===== src/rtl/data_path.sv =====
// ---------------------------------------------------------------------------
// data_path -- datapath half of the K&S multicycle processor.
//
// Holds the program counter, instruction register, a 4x16 register file,
// the 16-bit ALU and the registered status flags. The control unit drives the
// strobes and selects; this block returns the decoded instruction and flags.
// Instructions and data share one memory, so ram_addr is either the PC
// (fetch) or the address field of the current instruction (LOAD/STORE).
//
// Ports:
//   clk, rst             clock (rising edge) and asynchronous active-high reset
//   branch               PC load source: 1 = IR[4:0], 0 = PC+1
//   pc_enable            PC update strobe
//   ir_enable            IR <= data_in
//   write_reg_enable     register file write strobe
//   addr_sel             ram_addr source: 1 = IR[4:0], 0 = PC
//   c_sel                register write data: 1 = ALU result, 0 = data_in
//   operation            ALU op: 00 OR, 01 ADD, 10 SUB, 11 AND
//   flags_reg_enable     flags register load strobe
//   decoded_instruction  combinational decode of IR
//   zero_op, neg_op, unsigned_overflow, signed_overflow   registered flags
//   ram_addr, data_out, data_in                           unified memory bus
//
// Optional feature: define KS_R0_ZERO_EN to hardwire R0 to zero.
// ---------------------------------------------------------------------------

package k_and_s_pkg;
   typedef enum logic [4:0] {
      I_NOP, I_BRANCH, I_BZERO, I_BNEG, I_BOV, I_BNZERO, I_BNNEG, I_BNOV,
      I_LOAD, I_STORE, I_MOVE, I_ADD, I_SUB, I_AND, I_OR, I_HALT
   } decoded_instruction_type;
endpackage

module data_path
   import k_and_s_pkg::*;
#(
   parameter int                    ADDR_WIDTH = 5,
   parameter logic [ADDR_WIDTH-1:0] RESET_PC   = '0
) (
   input  logic                    clk,
   input  logic                    rst,
   input  logic                    branch,
   input  logic                    pc_enable,
   input  logic                    ir_enable,
   input  logic                    write_reg_enable,
   input  logic                    addr_sel,
   input  logic                    c_sel,
   input  logic [1:0]              operation,
   input  logic                    flags_reg_enable,
   output decoded_instruction_type decoded_instruction,
   output logic                    zero_op,
   output logic                    neg_op,
   output logic                    unsigned_overflow,
   output logic                    signed_overflow,
   output logic [ADDR_WIDTH-1:0]   ram_addr,
   output logic [15:0]             data_out,
   input  logic [15:0]             data_in
);

   logic [ADDR_WIDTH-1:0] pc;
   logic [15:0]           ir;
   logic [15:0]           regs [4];
   logic [1:0]            a_idx, b_idx, w_idx;
   logic [15:0]           a_val, b_val, alu_r, w_data;
   logic [16:0]           sum_ext;
   logic                  alu_zero, alu_neg, alu_uov, alu_sov;

   // IR bit 7 is not an operand field of any instruction.
   logic unused_ir_bit;
   assign unused_ir_bit = ir[7];

   // Opcode decode from the upper byte of IR; unknown opcodes behave as NOP.
   always_comb begin
      decoded_instruction = I_NOP;
      case (ir[15:8])
         8'h01: decoded_instruction = I_BRANCH;
         8'h02: decoded_instruction = I_BZERO;
         8'h03: decoded_instruction = I_BNEG;
         8'h05: decoded_instruction = I_BOV;
         8'h06: decoded_instruction = I_BNZERO;
         8'h07: decoded_instruction = I_BNNEG;
         8'h08: decoded_instruction = I_BNOV;
         8'h81: decoded_instruction = I_LOAD;
         8'h82: decoded_instruction = I_STORE;
         8'h91: decoded_instruction = I_MOVE;
         8'hA1: decoded_instruction = I_ADD;
         8'hA2: decoded_instruction = I_SUB;
         8'hA3: decoded_instruction = I_AND;
         8'hA4: decoded_instruction = I_OR;
         8'hFF: decoded_instruction = I_HALT;
         default: decoded_instruction = I_NOP;
      endcase
   end

   // Register file port selection. MOVE reads its source on both ports so
   // that an OR of the two ports passes the source value through the ALU.
   always_comb begin
      a_idx = ir[3:2];
      b_idx = ir[1:0];
      w_idx = ir[5:4];
      case (decoded_instruction)
         I_LOAD:  w_idx = ir[6:5];
         I_STORE: b_idx = ir[6:5];
         I_MOVE: begin
            a_idx = ir[1:0];
            w_idx = ir[3:2];
         end
         default: ;
      endcase
   end

   assign a_val    = regs[a_idx];
   assign b_val    = regs[b_idx];
   assign data_out = b_val;
   assign ram_addr = addr_sel ? ir[ADDR_WIDTH-1:0] : pc;

   // ALU. The 17-bit extended sum gives the carry for ADD and, for SUB,
   // bit 16 is set exactly when the unsigned subtraction borrows.
   always_comb begin
      sum_ext = '0;
      alu_r   = '0;
      alu_uov = 1'b0;
      alu_sov = 1'b0;
      case (operation)
         2'b00: alu_r = a_val | b_val;
         2'b01: begin
            sum_ext = {1'b0, a_val} + {1'b0, b_val};
            alu_r   = sum_ext[15:0];
            alu_uov = sum_ext[16];
            alu_sov = (a_val[15] == b_val[15]) && (alu_r[15] != a_val[15]);
         end
         2'b10: begin
            sum_ext = {1'b0, a_val} - {1'b0, b_val};
            alu_r   = sum_ext[15:0];
            alu_uov = sum_ext[16];
            alu_sov = (a_val[15] != b_val[15]) && (alu_r[15] != a_val[15]);
         end
         default: alu_r = a_val & b_val;
      endcase
   end

   assign alu_zero = (alu_r == 16'h0000);
   assign alu_neg  = alu_r[15];
   assign w_data   = c_sel ? alu_r : data_in;

   // PC and IR. Both sample the old IR/PC, so a combined fetch loads the word
   // addressed by the old PC while the PC advances.
   always_ff @(posedge clk or posedge rst) begin
      if (rst) begin
         pc <= RESET_PC;
         ir <= '0;
      end else begin
         if (pc_enable)
            pc <= branch ? ir[ADDR_WIDTH-1:0] : pc + ADDR_WIDTH'(1);
         if (ir_enable)
            ir <= data_in;
      end
   end

   // Register file. Writes become visible on the read ports next cycle.
   always_ff @(posedge clk or posedge rst) begin
      if (rst) begin
         for (int i = 0; i < 4; i++)
            regs[i] <= '0;
      end else if (write_reg_enable) begin
`ifdef KS_R0_ZERO_EN
         if (w_idx != 2'd0)
            regs[w_idx] <= w_data;
`else
         regs[w_idx] <= w_data;
`endif
      end
   end

   // Status flags, loaded only on request so LOAD leaves them untouched.
   always_ff @(posedge clk or posedge rst) begin
      if (rst) begin
         zero_op           <= 1'b0;
         neg_op            <= 1'b0;
         unsigned_overflow <= 1'b0;
         signed_overflow   <= 1'b0;
      end else if (flags_reg_enable) begin
         zero_op           <= alu_zero;
         neg_op            <= alu_neg;
         unsigned_overflow <= alu_uov;
         signed_overflow   <= alu_sov;
      end
   end

endmodule

===== config.mk =====
export PLATFORM = sky130hd
export DESIGN_NAME = data_path
export DESIGN_NICKNAME = d
export VERILOG_FILES = /design/src/rtl/data_path.sv
export SDC_FILE = /design/constraint.sdc
export NUM_CORES = 1
export LEC_CHECK = 0
export BUFFER_PORTS_ARGS = -buffer_cell sky130_fd_sc_hd__buf_2
export CAP_MARGIN = 10
export CORE_MARGIN = 1.5
export CORE_UTILIZATION = 67
export CTS_CLUSTER_SIZE = 12
export DETAILED_ROUTE_END_ITERATION = 12
export PLACE_DENSITY = 0.88
export SLEW_MARGIN = 25
export SYNTH_ARGS = -nofsm -noshare
export SYNTH_HDL_FRONTEND = slang
export SYNTH_SLANG_ARGS = --single-unit

===== constraint.sdc =====
create_clock -name clk -period 14.8 [get_ports clk]
set_input_delay 0 -clock clk [delete_from_list [all_inputs] [get_ports clk]]
set_output_delay 0 -clock clk [all_outputs]
set_load 0.02 [all_outputs]

==> flow_summary.yaml <==
outcome:
  status: "completed"
clock_tree:
  numCtsBuffers: 9
  clk_path_buf_depth: 2
  insertion_delay_ns: 0.39
  post_cts_resized: 0
  cts_max_level: 3
  cts_tree: "done"
  cts_sinks: 88
  cts_root_buf: "clkbuf_8"
  clk_pin_slew_worst_paths_ns: 0.10
critical_path:
  cp_top_family: "multiplexers"
  critPathRequiredTime_ns: 15.07
  cp.buffers_inverters: 1
  crit_chain: "nor4b_2, nand4_1, o211a_1, and3_1, nand2_4, mux2i_4, mux2_2, inv_1, ha_1, fa_1, nor2b_1, o21ai_1, a311o_1, a2111oi_4, nor3_1, xnor2_1, a222oi_1, mux2i_1, mux2_2, mux2_1"
  slowest_stage: "mux2i_4"
  worst_path_largest_cell_delay_ns: 0.87
  worst-path-max-fanout: 17
  crit_path_frequent_cell: "mux2_2"
  arrival_ns: 6.77
  start_kind: "flop"
  endpoint_kind: "flop"
  crit_type: "flop to flop"
logic_synthesis:
  synth_cells: 746
  synth.area.mux_share: 0.275
  yosysWarnings: 0
  synth_xor_area_frac: 0.0310
  synth_edf_count: 0
  synth_area_leaders: "dfrtp_1 30%, mux2i_1 13%, mux2_2 11%"
  syn-num-nets: 832
  syn_area_per_cell_um2: 9.85
  ys_seq_area_frac: 0.300
  netlist_area_um2: 7350
  synth_fa_ha_area_frac: 0.103
  yosys.area.top_type_share: 0.300
  synth_simple_gate_area_frac: 0.0937
  ys_types: 75
  yosysTopAreaCell: "dfrtp_1"
  synth_compound_area_frac: 0.137
  ys_async_sr_fraction: 1.00
  synthFlopType: "dfrtp_1"
  ys_ff_latch: 88
  synth_top_family_by_area: "multiplexers"
sta:
  hold_ws_ns: 0.0223
  final_hold_viol_count: 0
  worst_pin_slew_ns: 1.10
  finalCritPeriodShare: 0.439
  finalMaxSlewViolations: 0
  fin_crit_ns: 6.50
  finalSetupViolCount: 0
  rsz0062_at_grt: "no"
  relSlewSlack: 0.268
  fmax_mhz: 154
  worst_slack_ns: 8.30
  worst_clock_skew_ns: 0.0151
  fin_setup_tns_ns: 0
finish:
  final_common_cell: "mux2i_1"
  instances_no_fill: 935
  nets: 875
  post-route-util: 0.747
  final_cell_area_um2: 8030
  area_delta_synth_final_pct: 9.27
  layout_common_cells: "90 x mux2i_1, 88 x dfrtp_1, 75 x mux2_2"
  drive_gt1_frac: 0.220
power_and_ir_drop:
  p_leak_nw: 3.88
  power.density_nw_per_um2: 223
  ir_drop_mv: 0.149
  finalPower_mw: 1.79
placed_design:
  post-place-ws_ns: 8.59
  gp_congestion: 0.938
  dp_hpwl_um: 13400
  io_buffers: 55
  place_area_um2: 7640
  dpl.cell_count: 900
detailed_routing:
  vias_per_cell: 6.75
  wl_per_cell_um: 21.4
  drt_iter0_markers: 802
  ant_nets: 0
  drc: 0
  wl_um: 20000
  via_count: 6313
  dr.pass1.iters: 6
grt:
  grt_overflow: 0
  antenna_found_initial: 1
  track_usage: 0.355
  grt_max_degree: 89
  grt_first_pass_wirelength_um: 31700
  grt_pass1_vias: 6317
floorplanning:
  die_area_um2: 11600
  rows: 38
  die_h_um: 108
  die_w_um: 108
  num_io_pins: 57
  initial_utilization: 0.684
  core_area_um2: 10700
flow_run:
  max_cap_violations: 0
worst_hold_path:
  hold_path.class: "primary input to flop"
worst min-delay path, cell delays in order:
cell    delay (ns)
buf_2         0.08
mux2_2        0.17
mux2_1        0.12
area by class of cell:
cell class	instances	area [um2]
antenna	1	2.50
clock buffer	9	124
clock inverter	7	70.1
fill	692	2720
inverter	60	226
multi-input combinational	553	4740
sequential	88	2200
tap	140	175
timing repair buffer	77	489
flip-flops by register name, summed over array words and instances, names as in the netlist:
| name | cells |
|---|---|
| ir | 15 |
| regs | 64 |
| pc | 5 |
| unsigned_overflow | 1 |
| zero_op | 1 |
| neg_op | 1 |
| signed_overflow | 1 |
worst paths after layout:
kind	from	to	slack [ns]	depth (start not counted)
max	ir[10]	regs[60]	8.30	20
min	data_in[7]	regs[55]	0.02	3
max reg2reg	ir[10]	regs[60]	8.30	20
min reg2reg	neg_op	neg_op	0.52	1
max in group asynchronous	rst	regs[42]	13.89	4
min in group asynchronous	rst	pc[3]	0.36	4
layer usage:
metal / up-vias / GRT usage / wire, um
met5: - / 0 / 0
met4: 0 / 0.236 / 1240
met3: 110 / 0.0636 / 1740
met2: 405 / 0.565 / 9120
met1: 3037 / 0.442 / 7910
li1: 2761 / - / -
cells by family (layout without fill, tap and decap cells):
kind of cell / count (synthesis) / count (layout)
adders and majority gates: 59 / 59
other: 1 / 2
buffers and inverters: 105 / 153
xor gates and xnor gates: 26 / 26
DFF: 88 / 88
and+or+nand+nor: 133 / 133
muxes: 188 / 188
AOI/OAI and AO/OA: 146 / 146
where the power goes:
part           switching [mW]  total (mW)  internal (mW)  leakage (nW)
clock network          0.0964       0.174         0.0781        0.0994
logic                   0.699        1.20          0.502          2.71
registers              0.0811       0.412          0.331          1.07
total                   0.877        1.79          0.911          3.88
timing repair:
item                                   CTS  global route
buffers inserted                         0             0
endpoints found under the hold margin   25             0
hold buffers                            18             0
synth_stat cells (17+ instances only):
cell type,instances
mux2i_1,92
dfrtp_1,88
mux2_2,75
inv_1,58
ha_1,57
nand2_1,46
o21ai_0,38
a21oi_1,32
nor2_1,27
buf_2,22
clkbuf_1,18
xnor2_1,18
mux2_1,17
Power figures use the tool's default switching activity.
